### src/rtl/ps2_pkg.sv
// Shared types and constants for the PS/2 scan-code receiver.
package ps2_pkg;

    // Deframer states: waiting for start bit, shifting data, parity, stop.
    typedef enum logic [1:0] {
        IDLE   = 2'd0,
        DATA   = 2'd1,
        PARITY = 2'd2,
        STOP   = 2'd3
    } ps2_state_t;

    localparam logic [7:0] PS2_BREAK      = 8'hF0;
    localparam logic [7:0] PS2_EXT        = 8'hE0;
    localparam int         PS2_FRAME_BITS = 11;

    // PS/2 uses odd parity: data bits plus parity bit hold an odd number of ones.
    function automatic logic odd_parity_ok(input logic [7:0] data, input logic parity);
        return (^data) ^ parity;
    endfunction

endpackage

### src/rtl/ps2_scancode_rx_line_filter.sv
// Synchronises the raw PS/2 pins, deglitches the clock line and produces a
// one-cycle strobe on each accepted falling edge of the PS/2 clock.
module ps2_line_filter #(
    parameter int FILTER_LEN = 4
) (
    input  logic clock,
    input  logic reset,
    input  logic raw_clk,
    input  logic raw_data,
    output logic filtered_clk,
    output logic fall_strobe,
    output logic synced_data
);

    localparam int CW = $clog2(FILTER_LEN + 1);

    logic [1:0]    clk_sync;
    logic [1:0]    data_sync;
    logic [CW-1:0] stable_cnt;
    logic          synced_clk;

    assign synced_clk  = clk_sync[1];
    assign synced_data = data_sync[1];

    // Two-flop synchronisers; both idle high like the PS/2 bus.
    always_ff @(posedge clock) begin
        if (reset) begin
            clk_sync  <= 2'b11;
            data_sync <= 2'b11;
        end else begin
            clk_sync  <= {clk_sync[0], raw_clk};
            data_sync <= {data_sync[0], raw_data};
        end
    end

    // Accept a clock level change only after FILTER_LEN consecutive cycles
    // of disagreement; a falling acceptance fires the edge strobe.
    always_ff @(posedge clock) begin
        if (reset) begin
            filtered_clk <= 1'b1;
            stable_cnt   <= '0;
            fall_strobe  <= 1'b0;
        end else begin
            fall_strobe <= 1'b0;
            if (synced_clk != filtered_clk) begin
                if (stable_cnt == CW'(FILTER_LEN - 1)) begin
                    filtered_clk <= synced_clk;
                    stable_cnt   <= '0;
                    fall_strobe  <= ~synced_clk;
                end else begin
                    stable_cnt <= stable_cnt + CW'(1);
                end
            end else begin
                stable_cnt <= '0;
            end
        end
    end

endmodule

### src/rtl/ps2_scancode_rx.sv
// PS/2 device-to-host receiver: deframes 11-bit frames, checks odd parity
// and stop bit, folds F0/E0 prefixes into qualifier flags on the next code.
module ps2_scancode_rx
    import ps2_pkg::*;
#(
    parameter int FILTER_LEN     = 4,
    parameter int TIMEOUT_CYCLES = 10000
) (
    input  logic       clock,
    input  logic       reset,
    input  logic       PS2_Clock,
    input  logic       PS2_Data,
    output logic [7:0] scan_code,
    output logic       scan_valid,
    output logic       is_break,
    output logic       is_extended,
    output logic [7:0] held_code,
    output logic       frame_error
);

    localparam int TW = $clog2(TIMEOUT_CYCLES + 1);

    // Only the edge strobe drives the deframer; the filtered level is unused.
    logic filt_clk_unused;
    logic edge_strobe;
    logic bit_in;

    ps2_line_filter #(
        .FILTER_LEN (FILTER_LEN)
    ) u_line_filter (
        .clock        (clock),
        .reset        (reset),
        .raw_clk      (PS2_Clock),
        .raw_data     (PS2_Data),
        .filtered_clk (filt_clk_unused),
        .fall_strobe  (edge_strobe),
        .synced_data  (bit_in)
    );

    ps2_state_t    state;
    logic [2:0]    bit_cnt;
    logic [7:0]    shift_reg;
    logic          parity_bit;
    logic [TW-1:0] timeout_cnt;
    logic          pending_break;
    logic          pending_ext;

    // Frame deframer, prefix tracking and registered output events.
    always_ff @(posedge clock) begin
        if (reset) begin
            state         <= IDLE;
            bit_cnt       <= '0;
            shift_reg     <= '0;
            parity_bit    <= 1'b0;
            timeout_cnt   <= '0;
            pending_break <= 1'b0;
            pending_ext   <= 1'b0;
            scan_code     <= '0;
            held_code     <= '0;
            scan_valid    <= 1'b0;
            is_break      <= 1'b0;
            is_extended   <= 1'b0;
            frame_error   <= 1'b0;
        end else begin
            scan_valid  <= 1'b0;
            frame_error <= 1'b0;
            if (state == IDLE) begin
                timeout_cnt <= '0;
                // A high bit while idle is not a start bit and is ignored.
                if (edge_strobe && !bit_in) begin
                    state   <= DATA;
                    bit_cnt <= '0;
                end
            end else if (edge_strobe) begin
                timeout_cnt <= '0;
                case (state)
                    DATA: begin
                        shift_reg <= {bit_in, shift_reg[7:1]};
                        bit_cnt   <= bit_cnt + 3'd1;
                        if (bit_cnt == 3'd7) begin
                            state <= PARITY;
                        end
                    end
                    PARITY: begin
                        parity_bit <= bit_in;
                        state      <= STOP;
                    end
                    default: begin
                        state <= IDLE;
                        if (bit_in && odd_parity_ok(shift_reg, parity_bit)) begin
                            if (shift_reg == PS2_BREAK) begin
                                pending_break <= 1'b1;
                            end else if (shift_reg == PS2_EXT) begin
                                pending_ext <= 1'b1;
                            end else begin
                                scan_code     <= shift_reg;
                                scan_valid    <= 1'b1;
                                is_break      <= pending_break;
                                is_extended   <= pending_ext;
                                pending_break <= 1'b0;
                                pending_ext   <= 1'b0;
                                if (!pending_break) begin
                                    held_code <= shift_reg;
                                end
                            end
                        end else begin
                            frame_error   <= 1'b1;
                            pending_break <= 1'b0;
                            pending_ext   <= 1'b0;
                        end
                    end
                endcase
            end else if (timeout_cnt == TW'(TIMEOUT_CYCLES - 1)) begin
                // Device stopped clocking mid-frame: abort and drop prefixes.
                frame_error   <= 1'b1;
                pending_break <= 1'b0;
                pending_ext   <= 1'b0;
                timeout_cnt   <= '0;
                state         <= IDLE;
            end else begin
                timeout_cnt <= timeout_cnt + TW'(1);
            end
        end
    end

endmodule

### config.mk
export PLATFORM = sky130hd
export DESIGN_NAME = ps2_scancode_rx
export DESIGN_NICKNAME = d
export VERILOG_FILES = /design/src/rtl/ps2_pkg.sv /design/src/rtl/ps2_scancode_rx_line_filter.sv /design/src/rtl/ps2_scancode_rx.sv
export SDC_FILE = /design/constraint.sdc
export NUM_CORES = 1
export LEC_CHECK = 0
export CORE_UTILIZATION = 45
export DETAILED_ROUTE_END_ITERATION = 8
export GPL_TIMING_DRIVEN = 0
export PLACE_DENSITY = 0.65
export RECOVER_POWER = 50
export SETUP_SLACK_MARGIN = 0.15
export SYNTH_ARGS = -nofsm -noshare
export SYNTH_HDL_FRONTEND = slang
export SYNTH_SLANG_ARGS = --single-unit
### constraint.sdc
create_clock -name clock -period 6.6 [get_ports clock]
set_input_delay 0.66 -clock clock [delete_from_list [all_inputs] [get_ports clock]]
set_output_delay 0.66 -clock clock [all_outputs]
set_load 0.02 [all_outputs]
# Word-level counts from Yosys, hierarchy flattened
# Cells that the tools add are included.
dict set report op_classes {
  mul 0
  n_addsub 3
  n_eq_ne 13
  muxes 26
  bitwise_logic 11
  div_mod_pow 0
  n_lt_le_gt_ge 0
  n_reduce_logical 24
  shift 0
}
# cell n
set op_table {}
lappend op_table {{equality test 8 bit (second input constant)} 2}
lappend op_table {{2-to-1 mux 1 bit} 16}
lappend op_table {{adder 14 x 1 -> 14 bit (second input constant)} 1}
lappend op_table {{equality test 14 bit (second input constant)} 1}
lappend op_table {{2-to-1 mux 3 bit} 4}
lappend op_table {{AND reduction 3 bit} 4}
lappend op_table {{2-to-1 mux 2 bit} 5}
lappend op_table {{NOT 1 bit} 10}
lappend op_table {{!= test 4 bit (second input constant)} 2}
lappend op_table {{AND reduction 4 bit} 2}
lappend op_table {{parity 8 bit} 1}
lappend op_table {{AND reduction 7 bit} 1}
lappend op_table {{OR reduction 7 bit} 1}
lappend op_table {{adder 3 x 1 -> 3 bit (second input constant)} 2}
lappend op_table {{AND reduction 6 bit} 1}
lappend op_table {{nonzero test 2 bit} 3}
lappend op_table {{OR reduction 3 bit} 2}
lappend op_table {{case mux 2 bit (2 select lines)} 1}
lappend op_table {{OR reduction 2 bit} 2}
lappend op_table {{OR reduction 4 bit} 1}
lappend op_table {{equality test 3 x 2 -> 1 bit (second input constant)} 1}
lappend op_table {{equality test 3 bit (second input constant)} 1}
lappend op_table {{!= test 3 bit (second input constant)} 1}
lappend op_table {{nonzero test 3 bit} 1}
lappend op_table {{other kinds (10)} 11}
dict set report word_totals {
  latch_bits 0
  romBits 0
  ramBits 0
  out_inout_bits 20
  elab_cells 95
  input_bits 4
  register_bits 59
  memories 0
}

# Longest topological paths before layout
dict set report depth {
  ltp_word 6
  mapped_depth 8
}

# By module
# From an unflattened synthesis, not the netlist that was laid out.
dict set report hier_totals {
  cells_unflattened 263
  hier_area_um2 2537.4
}
# module instances area_each_um2 cells_each
set by_module_without_submodules {}
lappend by_module_without_submodules {ps2_scancode_rx 1 2238.4 240}
lappend by_module_without_submodules {ps2_line_filter 1 299.0 23}

# Worst setup path before layout
# No wires, ideal clock.
dict set report synth_timing {
  path_type {register -> register}
  start {register shift_reg[1]}
  end {register is_break}
  path_buffers 1
  arrival_time_ns 2.041
  setup_slack_ns 4.432
  t_required_ns 6.472
  path_stages_with_launch 9
  setup_time_ns 0.128
  cell_sequence {dfxtp_1 -> inv_1 -> ha_1 -> xnor3_1 -> xnor2_1 -> or4b_1 -> buf_6 -> mux2i_1 -> nor2_1}
}
dict set report synth_via {
  elab_chain_cells 4
}
# item line
set synth_lines {}
lappend synth_lines {{from (decl)} ps2_scancode_rx.sv:42} ;# logic [7:0] shift_reg;
lappend synth_lines {{from (signal assigned)} ps2_scancode_rx.sv:78} ;# shift_reg <= {bit_in, shift_reg[7:1]};
lappend synth_lines {{parity 8 bit} ps2_pkg.sv:18} ;# return (^data) ^ parity;
lappend synth_lines {{XOR 1 bit} ps2_pkg.sv:18}
lappend synth_lines {{logical AND 1 bit} ps2_scancode_rx.sv:90} ;# if (bit_in && odd_parity_ok(shift_reg, parity_bit)) begin
lappend synth_lines {{AND reduction 6 bit (no source line) *} n/a}
lappend synth_lines {{to (signal assigned)} ps2_scancode_rx.sv:98} ;# is_break <= pending_break;
lappend synth_lines {{to (decl)} ps2_scancode_rx.sv:15} ;# output logic is_break,
# Mark *: on every way between the ends. The rest lies on a longest branch, timed or not.
# A chain may end at the register's enable or synchronous reset.

# Final worst setup path
dict set report layout_timing {
  start {register shift_reg[1]}
  end {register scan_code[6]}
}
dict set report layout_via {
  elab_chain_cells 4
}
# item line
set layout_lines {}
lappend layout_lines {{parity 8 bit} ps2_pkg.sv:18}
lappend layout_lines {{XOR 1 bit} ps2_pkg.sv:18}
lappend layout_lines {{logical AND 1 bit} ps2_scancode_rx.sv:90}
lappend layout_lines {{AND reduction 6 bit (no source line) *} n/a}
lappend layout_lines {{to (signal assigned)} ps2_scancode_rx.sv:96} ;# scan_code <= shift_reg;
lappend layout_lines {{to (decl)} ps2_scancode_rx.sv:13} ;# output logic [7:0] scan_code,
# Marks and branches as above.

==> flow_summary_export.csv <==
group,metric,value,unit
sta,tightest_slew,511,ps
grt,grt_max_degree,11,
route,routedWlPerCell,11.6,um
cts,cts_hold_buf,0,
synthesis,synth_commonest_cells,"dfxtp_1, nor2_1, nand2_1, mux2i_1, ha_1",
synthesis,synth_edf_count,0,
cells_and_area,antenna_cells,0,
synthesis,synth.distinct_cells,39,
cells_and_area,nets,332,
cts,clockBufferDepth,2,
worst_setup_path,cp_cell_sequence,"inv_1, ha_1, xnor3_1, xnor2_1, or4b_1, buf_6, mux2i_1, nor2_1",
floorplan,fp.dieW,77.3,um
place,placed_cell_area,2860,um^2
place,io_buffers,22,
worst_setup_path,slowest_stage,"or4b_1",
worst_setup_path,worst-path-max-fanout,10,
cells_and_area,largest_reg_flops,14,
grt,grt_overflow,0,
route,wl,4510,um
worst_setup_path,critPathRequiredTime,6800,ps
synthesis,synth_fp_nets,299,
synthesis,yosysSeqAreaShare,46.3,%
floorplan,start_util,46.6,%
synthesis,ys_ff_latch,59,
cts,htree_levels,3,
floorplan,die_area,5970,um^2
worst_setup_path,path_class,"reg2reg",
cts,clockRootBuffer,"clkbuf_8",
floorplan,core_region_area,5470,um^2
worst_setup_path,r2r-end,"scan_code[6]$_SDFFE_PP0P_",
cts,worst_skew_pair.late_latency,330,ps
cts,cts_sinks,59,
cts,cts_resized,0,
cells_and_area,drive_gt1_share,6.98,%
synthesis,avgSynthCellArea,9.14,um^2
synthesis,netlist_top_cells_area,"dfxtp_1, ha_1, mux2i_1",
cts,cts_tree,"done",
outcome,status,"completed",
route,drt_iter0_drc,80,
synthesis,ys_warn_count,0,
route,remaining_drc_errors,0,
grt,antenna_found_initial,0,
grt,grt_pass1_vias,1790,
cts,cts_inserted_buffers,9,
sta,rsz0062_at_grt,"false",
worst_setup_path,worstPathArrival,2550,ps
route,antenna_left,0,
cts,cts_setup_buffers,0,
floorplan,rows,27,
worst_setup_path,crit_start,"shift_reg[1]$_SDFFE_PP0P_",
synthesis,synthArstFlopShare,0,%
worst_hold_path,min_from,"u_line_filter.data_sync[0]$_SDFF_PP1_",
worst_setup_path,reg2reg_depth,8,
cells_and_area,seq_area,1180,um^2
sta,min_period,2360,ps
grt,grt_pass1_wl,7910,um
worst_setup_path,rrSetupSlack,4240,ps
cells_and_area,fill_cells,530,
sta,clock_skew,7.03,ps
synthesis,ys.flop_type,"dfxtp_1",
synthesis,syn_inst,279,
sta,drv_slew,0,
synthesis,synth_area,2550,um^2
cells_and_area,area_growth,18.7,%
worst_setup_path,endpoint,"scan_code[6]$_SDFFE_PP0P_",
pwr,power_density,213,nW/um^2
synthesis,synth_top_area_share,46.3,%
sta,min_period_over_period,35.7,%
pwr,cellLeakagePower,1.24,nW
sta,fmax,424,MHz
route,dr.pass1.iters,4,
sta,setup_violations,0,
sta,finalHoldViolCount,0,
worst_setup_path,end_kind,"register",
synthesis,yosysMostFrequentCell,"dfxtp_1",
pwr,ir_drop,164,uV
cts,clk_pin_slew,60,ps
floorplan,die_h,77.3,um
sta,setup_tns,0,ps
worst_setup_path,max_stage_delay,510,ps
worst_hold_path,hold_path.class,"reg2reg",
route,via_count,1936,
floorplan,pin_count,24,
cells_and_area,multiInputGateArea,1250,um^2
cells_and_area,fin_area,3030,um^2
synthesis,yosysTopAreaCell,"dfxtp_1",
place,gp_congestion,0.767,
worst_setup_path,worstSetupStartpointType,"register",
grt,grt.total_usage,16.9,%
route,vias_per_cell,5.00,
flow_run,cap_viol_max_count,0,
cells_and_area,regMostFlops,"timeout_cnt",
sta,slew_headroom,66.0,%
place,dp.final_hpwl,3130,um
worst_setup_path,timing.rr.start,"shift_reg[1]$_SDFFE_PP0P_",
-- cell usage in the layout (no fill, tap or decap), types with 3 or more instances in the layout --
cell	count
nand4b_1	3
dlygate4sd3_1	14
nor2_1	50
dfxtp_1	59
xnor2_1	8
a21oi_1	15
nand2_1	22
clkdlybuf4s50_1	8
inv_1	14
nand3_1	14
o21ai_0	3
or2_2	4
clkbuf_8	11
ha_1	16
mux2i_1	20
clkbuf_1	12
xor2_1	7
clkinv_2	3
and3_1	3
nand4_1	5
nor3_1	3
-- final cells by class --
| class | count | share of cell area (%) |
|---|---|---|
| clock inverters | 3 | 0.496 |
| repair buffers | 22 | 7.28 |
| plain buffers | 14 | 2.11 |
| clock buffers | 11 | 5.00 |
| flip-flops and latches | 59 | 39.0 |
| inverters | 14 | 1.74 |
| well taps | 72 | 2.98 |
| multi-input cells | 192 | 41.4 |
-- metal layers --
layer,track usage (%),routed length [um]
met5,0,0
met2,27.5,2120
met3,4.05,139
met1,20.2,2150
met4,9.62,95
-- power breakdown --
part           switching, mW  total [mW]  internal [mW]
clock                  0.128       0.278          0.150
combinational        0.00548     0.00837        0.00290
sequential           0.00104       0.359          0.357
-- worst max-delay path, delay by kind of cell (launching register included) --
kind          cells  cell delay (ps)
flops             1              420
fa+ha+maj         1              290
mux               1              160
buf+inv           2              240
xor+xnor          2              560
simple gates      2              560
-- how the worst min path moves through the flow --
stage,to,cells past startpoint
global placement,u_line_filter.clk_sync[1]$_SDFF_PP1_,1
global route,u_line_filter.data_sync[1]$_SDFF_PP1_,1
floorplan,u_line_filter.clk_sync[1]$_SDFF_PP1_,1
finish,u_line_filter.data_sync[1]$_SDFF_PP1_,1
detailed placement,u_line_filter.clk_sync[1]$_SDFF_PP1_,1
CTS,u_line_filter.data_sync[1]$_SDFF_PP1_,1
-- metrics by stage --
stage,cells,setup slack [ps],util (%),hold WS (ps),total power [mW]
final,387,4240,55.3,421,0.645
after global routing,387,4090,55.3,442,0.679
after CTS,387,4220,55.3,427,0.658
after detailed placement,373,4240,52.3,411,0.375
after global placement,373,4260,52.3,391,0.375
after floorplan,279,4430,-,389,0.371
-- cells by family after synthesis --
family | Yosys count | synth area share, %
AO/OA/AOI/OAI | 23 | 5.10
XOR/XNOR | 16 | 6.04
adder cells (fa/ha/maj) | 16 | 7.85
buffers and inverters | 28 | 4.56
flip-flops | 59 | 46.3
multiplexers | 21 | 8.29
AND/OR/NAND/NOR | 116 | 21.8
Note: power is estimated with default switching activity, not from simulation.
